### config.mk
export PLATFORM = sky130hd
export DESIGN_NAME = noc_ni_packetizer
export DESIGN_NICKNAME = d
export VERILOG_FILES = /design/src/rtl/noc_ni_packetizer.sv
export SDC_FILE = /design/constraint.sdc
export NUM_CORES = 1
export LEC_CHECK = 0
export ABC_CLOCK_PERIOD_IN_PS = 4700
export CAP_MARGIN = 10
export CORE_MARGIN = 2
export CORE_UTILIZATION = 40
export CTS_BUF_LIST = sky130_fd_sc_hd__clkbuf_4
export CTS_CLUSTER_SIZE = 40
export DETAILED_ROUTE_END_ITERATION = 16
export PLACE_DENSITY = 0.7
export SYNTH_ARGS = -nofsm -noshare
export SYNTH_HDL_FRONTEND = slang
export SYNTH_SLANG_ARGS = --single-unit
export TNS_END_PERCENT = 50
### constraint.sdc
create_clock -name i_noc_clk -period 4.7 [get_ports i_noc_clk]
set_clock_uncertainty 0.1 [all_clocks]
set_input_delay 0.47 -clock i_noc_clk [delete_from_list [all_inputs] [get_ports i_noc_clk]]
set_output_delay 0.47 -clock i_noc_clk [all_outputs]
set_load 0.01 [all_outputs]
### src/rtl/noc_ni_packetizer.sv
// NoC network-interface injection stage: wraps a request plus payload stream into
// header / data / tail flits behind a single back-pressured output register.
module noc_ni_packetizer #(
   parameter logic [3:0]  X_ID   = 4'd0,
   parameter logic [3:0]  Y_ID   = 4'd0,
   parameter int unsigned FLIT_W = 64,
   parameter logic [3:0]  HEAD_H = 4'hA,
   parameter logic [3:0]  HEAD_E = 4'h5,
   parameter logic [3:0]  TAIL_H = 4'hC,
   parameter logic [3:0]  TAIL_E = 4'h3
) (
   input  logic              i_noc_clk,
   input  logic              i_noc_rst,
   input  logic              i_req_valid,
   output logic              o_req_ready,
   input  logic [3:0]        i_req_dst_x,
   input  logic [3:0]        i_req_dst_y,
   input  logic [1:0]        i_req_type,
   input  logic [7:0]        i_req_len,
   input  logic              i_pl_valid,
   output logic              o_pl_ready,
   input  logic [FLIT_W-1:0] i_pl_data,
   output logic              o_sender_valid,
   input  logic              i_sender_ready,
   output logic [FLIT_W-1:0] o_sender_flit,
   output logic              o_sender_is_header,
   output logic              o_sender_is_tail,
   output logic              o_busy,
   output logic [15:0]       o_pkt_sent
);

   typedef enum logic [1:0] {StIdle, StData, StTail} state_e;

   state_e              r_state;
   logic [3:0]          r_seq;
   logic [3:0]          r_pkt_seq;
   logic [3:0]          r_dst_x;
   logic [3:0]          r_dst_y;
   logic [1:0]          r_type;
   logic [7:0]          r_len;
   logic [7:0]          r_beat;
   logic                r_valid;
   logic [FLIT_W-1:0]   r_flit;
   logic                r_is_hdr;
   logic                r_is_tail;
   logic [15:0]         r_pkt_sent;
   logic                w_slot_free;

   function automatic logic [FLIT_W-1:0] make_ctl(
      input logic [3:0] mark_h, input logic [3:0] mark_e, input logic [3:0] dx,
      input logic [3:0] dy, input logic [1:0] ty, input logic [3:0] sq, input logic [7:0] ln);
      logic [FLIT_W-1:0] f;
      f        = '0;
      f[63:26] = {mark_h, X_ID, Y_ID, dx, dy, ty, sq, ln, mark_e};
      return f;
   endfunction

   assign w_slot_free        = !r_valid || i_sender_ready;
   assign o_req_ready        = !i_noc_rst && (r_state == StIdle) && w_slot_free;
   assign o_pl_ready         = !i_noc_rst && (r_state == StData) && w_slot_free;
   assign o_sender_valid     = r_valid;
   assign o_sender_flit      = r_flit;
   assign o_sender_is_header = r_is_hdr;
   assign o_sender_is_tail   = r_is_tail;
   assign o_busy             = (r_state != StIdle) || r_valid;
   assign o_pkt_sent         = r_pkt_sent;

   always_ff @(posedge i_noc_clk) begin
      if (i_noc_rst) begin
         r_state    <= StIdle;
         r_seq      <= 4'd0;
         r_pkt_seq  <= 4'd0;
         r_dst_x    <= 4'd0;
         r_dst_y    <= 4'd0;
         r_type     <= 2'd0;
         r_len      <= 8'd0;
         r_beat     <= 8'd0;
         r_valid    <= 1'b0;
         r_flit     <= '0;
         r_is_hdr   <= 1'b0;
         r_is_tail  <= 1'b0;
         r_pkt_sent <= 16'd0;
      end else begin
         if (r_valid && i_sender_ready && r_is_tail && (r_pkt_sent != 16'hFFFF)) begin
            r_pkt_sent <= r_pkt_sent + 16'd1;
         end
         // Output register only advances when the router has taken (or never had) a flit.
         if (w_slot_free) begin
            r_valid <= 1'b0;
            unique case (r_state)
               StIdle: begin
                  if (i_req_valid) begin
                     r_valid   <= 1'b1;
                     r_flit    <= make_ctl(HEAD_H, HEAD_E, i_req_dst_x, i_req_dst_y,
                                           i_req_type, r_seq, i_req_len);
                     r_is_hdr  <= 1'b1;
                     r_is_tail <= 1'b0;
                     r_dst_x   <= i_req_dst_x;
                     r_dst_y   <= i_req_dst_y;
                     r_type    <= i_req_type;
                     r_len     <= i_req_len;
                     r_pkt_seq <= r_seq;
                     r_seq     <= r_seq + 4'd1;
                     r_beat    <= 8'd0;
                     r_state   <= (i_req_len != 8'd0) ? StData : StTail;
                  end
               end
               StData: begin
                  if (i_pl_valid) begin
                     r_valid   <= 1'b1;
                     r_flit    <= i_pl_data;
                     r_is_hdr  <= 1'b0;
                     r_is_tail <= 1'b0;
                     r_beat    <= r_beat + 8'd1;
                     if ((r_beat + 8'd1) == r_len) begin
                        r_state <= StTail;
                     end
                  end
               end
               StTail: begin
                  r_valid   <= 1'b1;
                  r_flit    <= make_ctl(TAIL_H, TAIL_E, r_dst_x, r_dst_y, r_type, r_pkt_seq,
                                        r_len);
                  r_is_hdr  <= 1'b0;
                  r_is_tail <= 1'b1;
                  r_state   <= StIdle;
               end
               default: r_state <= StIdle;
            endcase
         end
      end
   end

endmodule

# Yosys cells after proc, flatten, opt, wreduce, memory -nomap -nowiden
# Index checks and enable logic that the tools add are counted.
# word_totals
reg_bits,119
elab_cells,62
# op_classes
addsub,3
eq_ne,7
mux,19
reduce_logical,20
# op_table
operator,n
$pmux W64 S3,1
$mux W64,2
$add A16 B1 Y16 const B,1
$mux W8,2
$ne A16 B16 Y1 const B,1
$pmux W8 S2,1
$reduce_and A4 Y1,3
$pmux W1 S3,3
$add A8 B1 Y8 const B,1
$eq A8 B8 Y1,1
$mux W2,4
$reduce_bool A8 Y1,1
$logic_and A1 B1 Y1,7
$mux W1,5
$add A4 B1 Y4 const B,1
$ne A2 B2 Y1 const B,2
$pmux W2 S2,1
$reduce_bool A2 Y1,2
$reduce_and A3 Y1,1
$reduce_bool A3 Y1,1
$eq A2 B1 Y1 const B,1
$eq A2 B2 Y1 const B,1
$logic_not A1 Y1,2
$logic_not A2 Y1,1
2 further kinds,3

# Longest topological paths before layout
# Gate-level depths: netlist (run 1).
# depth
ltp_word,5
depth_mapped,10
depth_no_buf,7

# Worst setup path after synthesis (run 1)
# No wires, ideal clock.
# synth_path
path_kind,reg2out
from,register r_state[1]
to,output port o_pl_ready
arrival_ps,1605
path_slack_ps,2525
path_stages_with_launch,8
path_buffers,3
cell_sequence,dfxtp_1 inv_1 ha_1 clkbuf_1 clkbuf_1 buf_1 nand2_1 nor2_1
# synth_between
elab_chain_cells,3
# synth_rtl
item,line,text
from (decl),34,state_e r_state;
from (signal assigned),70,r_state <= StIdle;
from (signal assigned),105,r_state <= (i_req_len != 8'd0) ? StData : StTail;
from (signal assigned),116,r_state <= StTail;
$eq A2 B1 Y1,60,assign o_pl_ready = !i_noc_rst && (r_state == StData) && w_slot_free;
$logic_and A1 B1 Y1 (2 in a row),60,
to (decl),21,"output logic o_pl_ready,"
# No other way between the ends.

# Worst setup path in the final report (run 1)
# Same ends and word-level chain as after synthesis.

==> results.md, run 1 <==
- Pwr Density: 430 nW/um2
- Worst reg2reg path depth: 8
- Kind of critical path: reg -> out
- Area leader, netlist: dfxtp_1
- Gr ovfl total: 0
- Commonest non-fill, non-tap cell in the layout: clkdlybuf4s50_1
- Crit Path Max Fanout: 43
- Synthesis warning total: 0
- Core footprint: 12700 um2
- Area grow syn2layout: 37.8%
- # diodes: 0
- Vias in the first global route: 5064
- Data required time at the worst endpoint: 4.13 ns
- RR Endpoint: o_sender_flit[1]
- Outcome: finished, final reports clean
- Clock share of power: 0.192
- Clock root cell: clkbuf_4
- TritonCTS Buffers: 17
- Register area share after synthesis: 0.452
- Synth Cell Area: 5270 um2
- Most frequent cells in the layout: clkdlybuf4s50_1, nand2_1, dfxtp_1, a21oi_1, nand3_1
- Top post-synthesis cells by area: dfxtp_1, nand2_1, a21oi_1
- Initial Util: 0.414
- DIE WIDTH: approximately 120 um
- First-pass GRT wire length: 25200 um
- Initial antenna violation count: 0
- First-pass DRT Iterations: 5
- # DRC: 0
- Hold_sp: i_noc_rst
- Number of synthesized register bits: 119
- Vias/cell: 5.35
- Hold slack: 0.288 ns
- Dpl cell area: 7050 um2
- Vias: 5300
- Total Routing Usage GR: 0.222
- Least-Margin Pin Slew: approximately 1.1 ns
- Max-cap violations: 0
- Sw power: 1.17 mW
- Routed WL: 15500 um
- Mapped Cells: about 670
- Area of the multi-input gates: 2680 um2
- Crit path to: o_pl_ready
- CTS Buffer Depth: 2
- Max_slew headroom: 0.292
- Final setup vio count: 0
- Reg clk slew, reported paths: approximately 0.090 ns
- Final hold vios: 0
- Hold_buf cts: 0
- CTS sink count: 119
- Synth Area per Inst: 7.92 um2
- RSZ-0062 raised after global routing: no
- Yosys top cell area share: 0.452
- Top FF cell, synth: dfxtp_1
- Die Area: 14100 um2
- Syn nets: 759
- TNS Setup: 0 ns
- Reg power frac: 0.409
- Design area: 7250 um2
- Worst flop-to-flop path startpoint: r_state[1]
- CTS tree: built
- Comb power frac: 0.398
- Cts repair resizes: 0
- Achievable Freq: 309 MHz
- Final nets: 903
- Setup bufs post-CTS: 0
- FF/Latch Area: 2380 um2
- Critical Path AT: 2.67 ns
- Leakage Power: 2.45 nW
- 1st-iter DRT viols: 538
- Power Internal: 1.95 mW
- Crit path from: r_state[1]
- Worst hold path type: in -> reg
- I/O pins: roughly 170
- Fill cell count: between 1000 and 1500
- Share of layout cells above drive strength 1: 0.0452
- Synth cell types: 46
- VDD IR max: 0.211 mV
- Number of synthesized flops with an enable pin: 0
- Worst skew pair latency: 0.52 ns
- Worst setup SP type: flip-flop
- Slew Viols, Final: 0
- Port Buf Inserts: 172
- Height of the die: ~120 um
- Tcrit/Tclk final: 0.690
- Net Sw Frac: 0.375
- Pin count of the biggest net entering global routing: 75
- HPWL Detailed: 10700 um
- Number of core rows: 41
- Fin crit period: about 3.2 ns
- Final ANT Viol Nets: 0
- Global placer's final weighted congestion: slightly below 0.9
- # H-tree levels: 4
- R2R Setup Slk: 1.61 ns
- Post-synthesis async set-or-reset flop share: 0
- WL/cell: 15.7 um
- Worst Setup End Kind: output pin
## synthesized netlist by cell type, types with 2 or more instances
master and count:
a211oi_1 6, a21oi_1 99, a22oi_1 23, a31oi_1 3, and3_1 4, buf_1 6, buf_2 6, clkbuf_1 39
dfxtp_1 119, ha_1 7, inv_1 4, mux2i_1 3, nand2_1 137, nand2b_1 7, nand3_1 45, nand3b_1 2
nand4_1 5, nor2_1 40, nor2b_1 3, nor3_1 9, nor3b_1 2, nor4_1 5, nor4b_1 2, o2111ai_1 4
o211ai_1 25, o21ai_0 11, or2_2 3, or3_1 6, xnor2_1 12, xor2_1 12
## worst min-delay path by stage
stage                             end  depth (start not counted)
floorplan                  r_dst_x[0]                          2
global placement     o_sender_flit[6]                          2
detailed placement  o_sender_flit[21]                          2
CTS                     o_pkt_sent[6]                          2
global route            o_pkt_sent[7]                          2
finish                  o_pkt_sent[3]                          2
## registers in the layout, indices dropped and copies added, names as in the netlist
signal,flops
o_sender_flit,64
o_pkt_sent,16
r_beat,8
r_len,8
r_dst_x,4
r_dst_y,4
r_pkt_seq,4
r_seq,4
r_state,2
r_type,2
o_sender_is_header,1
o_sender_is_tail,1
o_sender_valid,1
## routing by layer
layer / wire length (um) / vias to the layer above / part of all wire / GRT usage
li1: - / 2627 / - / -
met1: 6470 / 2460 / 0.42 / 0.266
met2: 7330 / 199 / 0.47 / 0.361
met3: 1580 / 14 / 0.10 / 0.0999
met4: 166 / 0 / 0.011 / 0.0625
met5: 0 / - / 0 / 0
## layout make-up
cell class              count  share of cell area
inverters                   4             0.00207
clock buffers              19              0.0197
clock inverters            10             0.00897
multi-input cells         490               0.369
flip-flops and latches    119               0.328
repair buffers            177               0.242
well taps                 172              0.0297
## per-stage QoR
stage,setup slack [ns],total power [mW],utilization,std cells
floorplan,2.53,2.02,-,665
global placement,1.70,2.52,0.554,962
detailed placement,1.62,2.54,0.554,962
CTS,1.39,3.15,0.570,991
global route,1.19,3.35,0.570,991
finish,1.46,3.12,0.570,991
## power groups by stage
| stage | Combinational [mW] | Clock (mW) | Sequential [mW] |
|---|---|---|---|
| 2_1_floorplan | 0.678 | 0 | 1.34 |
| 3_3_place_gp | 1.23 | 0 | 1.29 |
| 3_5_place_dp | 1.25 | 0 | 1.30 |
| 4_1_cts | 1.25 | 0.619 | 1.28 |
| 5_1_grt | 1.39 | 0.669 | 1.30 |
| 6_report | 1.24 | 0.599 | 1.28 |
## logic make-up (layout without fill, tap and decap cells)
group | Yosys count | after routing | share of synthesized area
xor+xnor | 24 | 24 | 0.0399
compound gates | 178 | 178 | 0.204
fa+ha+maj | 7 | 7 | 0.0166
flops | 119 | 119 | 0.452
simple gates | 278 | 278 | 0.240
mux | 3 | 3 | 0.00570
buf+inv | 56 | 210 | 0.0416
## worst max-delay path, cell delays in order (launching register included)
cell and delay [ns]:
dfxtp_1 0.36, inv_1 0.12, ha_2 0.74, nand2_1 0.10
nor2_1 0.18, clkdlybuf4s50_1 0.63
Note: power is estimated with default switching activity, not from simulation.
==> inputs of run 2 (changes only) <==
--- a/config.mk
+++ b/config.mk
@@ -5,7 +5,7 @@
 export SDC_FILE = /design/constraint.sdc
 export NUM_CORES = 1
 export LEC_CHECK = 0
-export ABC_CLOCK_PERIOD_IN_PS = 4700
+export ABC_CLOCK_PERIOD_IN_PS = 3200
 export CAP_MARGIN = 10
 export CORE_MARGIN = 2
 export CORE_UTILIZATION = 40
==> constraint.sdc (replaced) <==
create_clock -name i_noc_clk -period 3.2 [get_ports i_noc_clk]
set_clock_uncertainty 0.1 [all_clocks]
set_input_delay 0.32 -clock i_noc_clk [delete_from_list [all_inputs] [get_ports i_noc_clk]]
set_output_delay 0.32 -clock i_noc_clk [all_outputs]
set_load 0.01 [all_outputs]
==> run 2 against run 1 <==
  * Die area is the same
  * Global-route usage is 0.14 points higher
  * Worst hold slack worse by 0.13 ns
  * Sequential share of layout area shrank 0.37 points
  * Non-clock buffer count up 5
  * First-iteration DRC count fell by 28%
  * Power grew 53%
  * Final cell count up 0.40%
  * Sequential power increased by 47%
  * Highest routed layer unchanged
==> results.md, run 2 (same netlist as run 1, synthesis figures left out) <==
- Outcome: finished, final reports clean
- Least-Margin Pin Slew: 0.780 ns
- CTS Buffer Depth: 2
- Clock root cell: clkbuf_4
- Cts repair resizes: 0
- CTS sink count: approximately 120
- Core footprint: 12700 um2
- First-pass GRT wire length: 25400 um
- Reg clk slew, reported paths: 0.10 ns
- VDD IR max: around 0.30 mV
- Worst setup SP type: flip-flop
- Global placer's final weighted congestion: roughly 0.9
- Achievable Freq: 365 MHz
- Total Routing Usage GR: 0.224
- First-pass DRT Iterations: 5
- Power Internal: around 3 mW
- Die Area: 14100 um2
- Final Util: 0.577
- Slew Viols, Final: 0
- Critical Path AT: 2.32 ns
- Routed WL: 16000 um
- Worst skew pair latency: 0.53 ns
- Fin crit period: 2.74 ns
- Reg power frac: 0.394
- Clock share of power: 0.207
- Worst hold path type: in -> reg
- Max reg flops: 64
- Initial Util: 0.414
- Data required time at the worst endpoint: roughly 2.8 ns
- Setup bufs post-CTS: 0
- I/O pins: 173
- DIE WIDTH: 119 um
- R2R Setup Slk: 0.74 ns
- Vias in the first global route: 5089
- Final setup vio count: 0
- WL/cell: 16.1 um
- Vias/cell: between 5 and 6
- Final hold vios: 0
- Worst Setup End Kind: output pin
- Max_slew headroom: 0.480
- # diodes: 0
- Leakage Power: 2.49 nW
- Gr ovfl total: 0
- Most frequent cells in the layout: clkdlybuf4s50_1, nand2_1, dfxtp_1, a21oi_1, nand3_1
- Comb power frac: 0.399
- Commonest non-fill, non-tap cell in the layout: clkdlybuf4s50_1
- Final ANT Viol Nets: 0
- Hold_buf cts: 0
- RSZ-0062 raised after global routing: no
- Vias: ~5400
- # H-tree levels: 4
- Port Buf Inserts: 172
- TritonCTS Buffers: 17
- Net Sw Frac: 0.370
- Share of layout cells above drive strength 1: 0.0547
- Sw power: about 1.8 mW
- TNS Setup: 0 ns
- # DRC: 0
- Pin count of the biggest net entering global routing: 73
- Kind of critical path: reg -> out
- CTS tree: built
- Initial antenna violation count: 0
- Tcrit/Tclk final: 0.857
- Pwr Density: between 600 and 700 nW/um2
- Area grow syn2layout: 39.3%
- HPWL Detailed: roughly 11000 um
- Crit Path Max Fanout: 16
- Number of core rows: 41
- Final nets: 908
- Max-cap violations: 0
- Height of the die: 119 um
- 1st-iter DRT viols: 388
[run 2: cell types whose count changed in the layout (fill, tap and decap cells not counted), sizes merged]
cell      delta
buf          +5
bufinv       +1
clkbuf       +2
clkinv       -5
clkinvlp     +1
[run 2: metal layers]
layer  vias to the layer above  GRT usage  share of wire
met1                      2507      0.267           0.42
met3                        17     0.0941           0.10
li1                       2633          -              -
met2                       202      0.358           0.47
met5                         -          0              0
met4                         0     0.0818          0.012
[run 2: final timing paths]
kind,start,endpoint,cells past startpoint
max,r_state[1],o_pl_ready,5
min,i_noc_rst,o_sender_valid,2
max reg2reg,r_state[1],r_beat[6],6
min reg2reg,o_sender_flit[11],o_sender_flit[11],2
[run 2: layout make-up]
cell class / instances / area (um2)
clock inverter: 7 / 82.6
clock buffer: 21 / 158
timing repair buffer: 182 / 1810
multi-input combinational: 490 / 2680
fill: 1202 / 5390
sequential: 119 / 2380
inverter: 4 / 15.0
tap: 172 / 215
[run 2: critical path, stage by stage (launching register included)]
cell and delay [ns]:
dfxtp_1 0.35, inv_1 0.11, ha_2 0.39, nand2_1 0.11
nor2_1 0.20, clkdlybuf4s50_1 0.63
[run 2: power by group through the flow]
| stage | combinational, mW | clock [mW] | sequential [mW] |
|---|---|---|---|
| 6_report | 1.90 | 0.987 | 1.88 |
| 5_1_grt | 2.09 | 1.08 | 1.91 |
| 4_1_cts | 1.92 | 1.02 | 1.88 |
| 3_5_place_dp | 1.91 | 0 | 1.91 |
| 3_3_place_gp | 1.87 | 0 | 1.90 |
| 2_1_floorplan | 0.996 | 0 | 1.97 |
[run 2: metrics by stage]
stage	hold WS, ns	instances	power [mW]	worst slack (ns)	instance area (um2)
2_1_floorplan	0.337	665	2.97	1.15	5270
3_3_place_gp	0.337	967	3.77	0.764	7100
3_5_place_dp	0.344	967	3.82	0.701	7100
4_1_cts	0.117	995	4.81	0.338	7340
5_1_grt	0.137	995	5.07	0.237	7340
6_report	0.161	995	4.77	0.457	7340
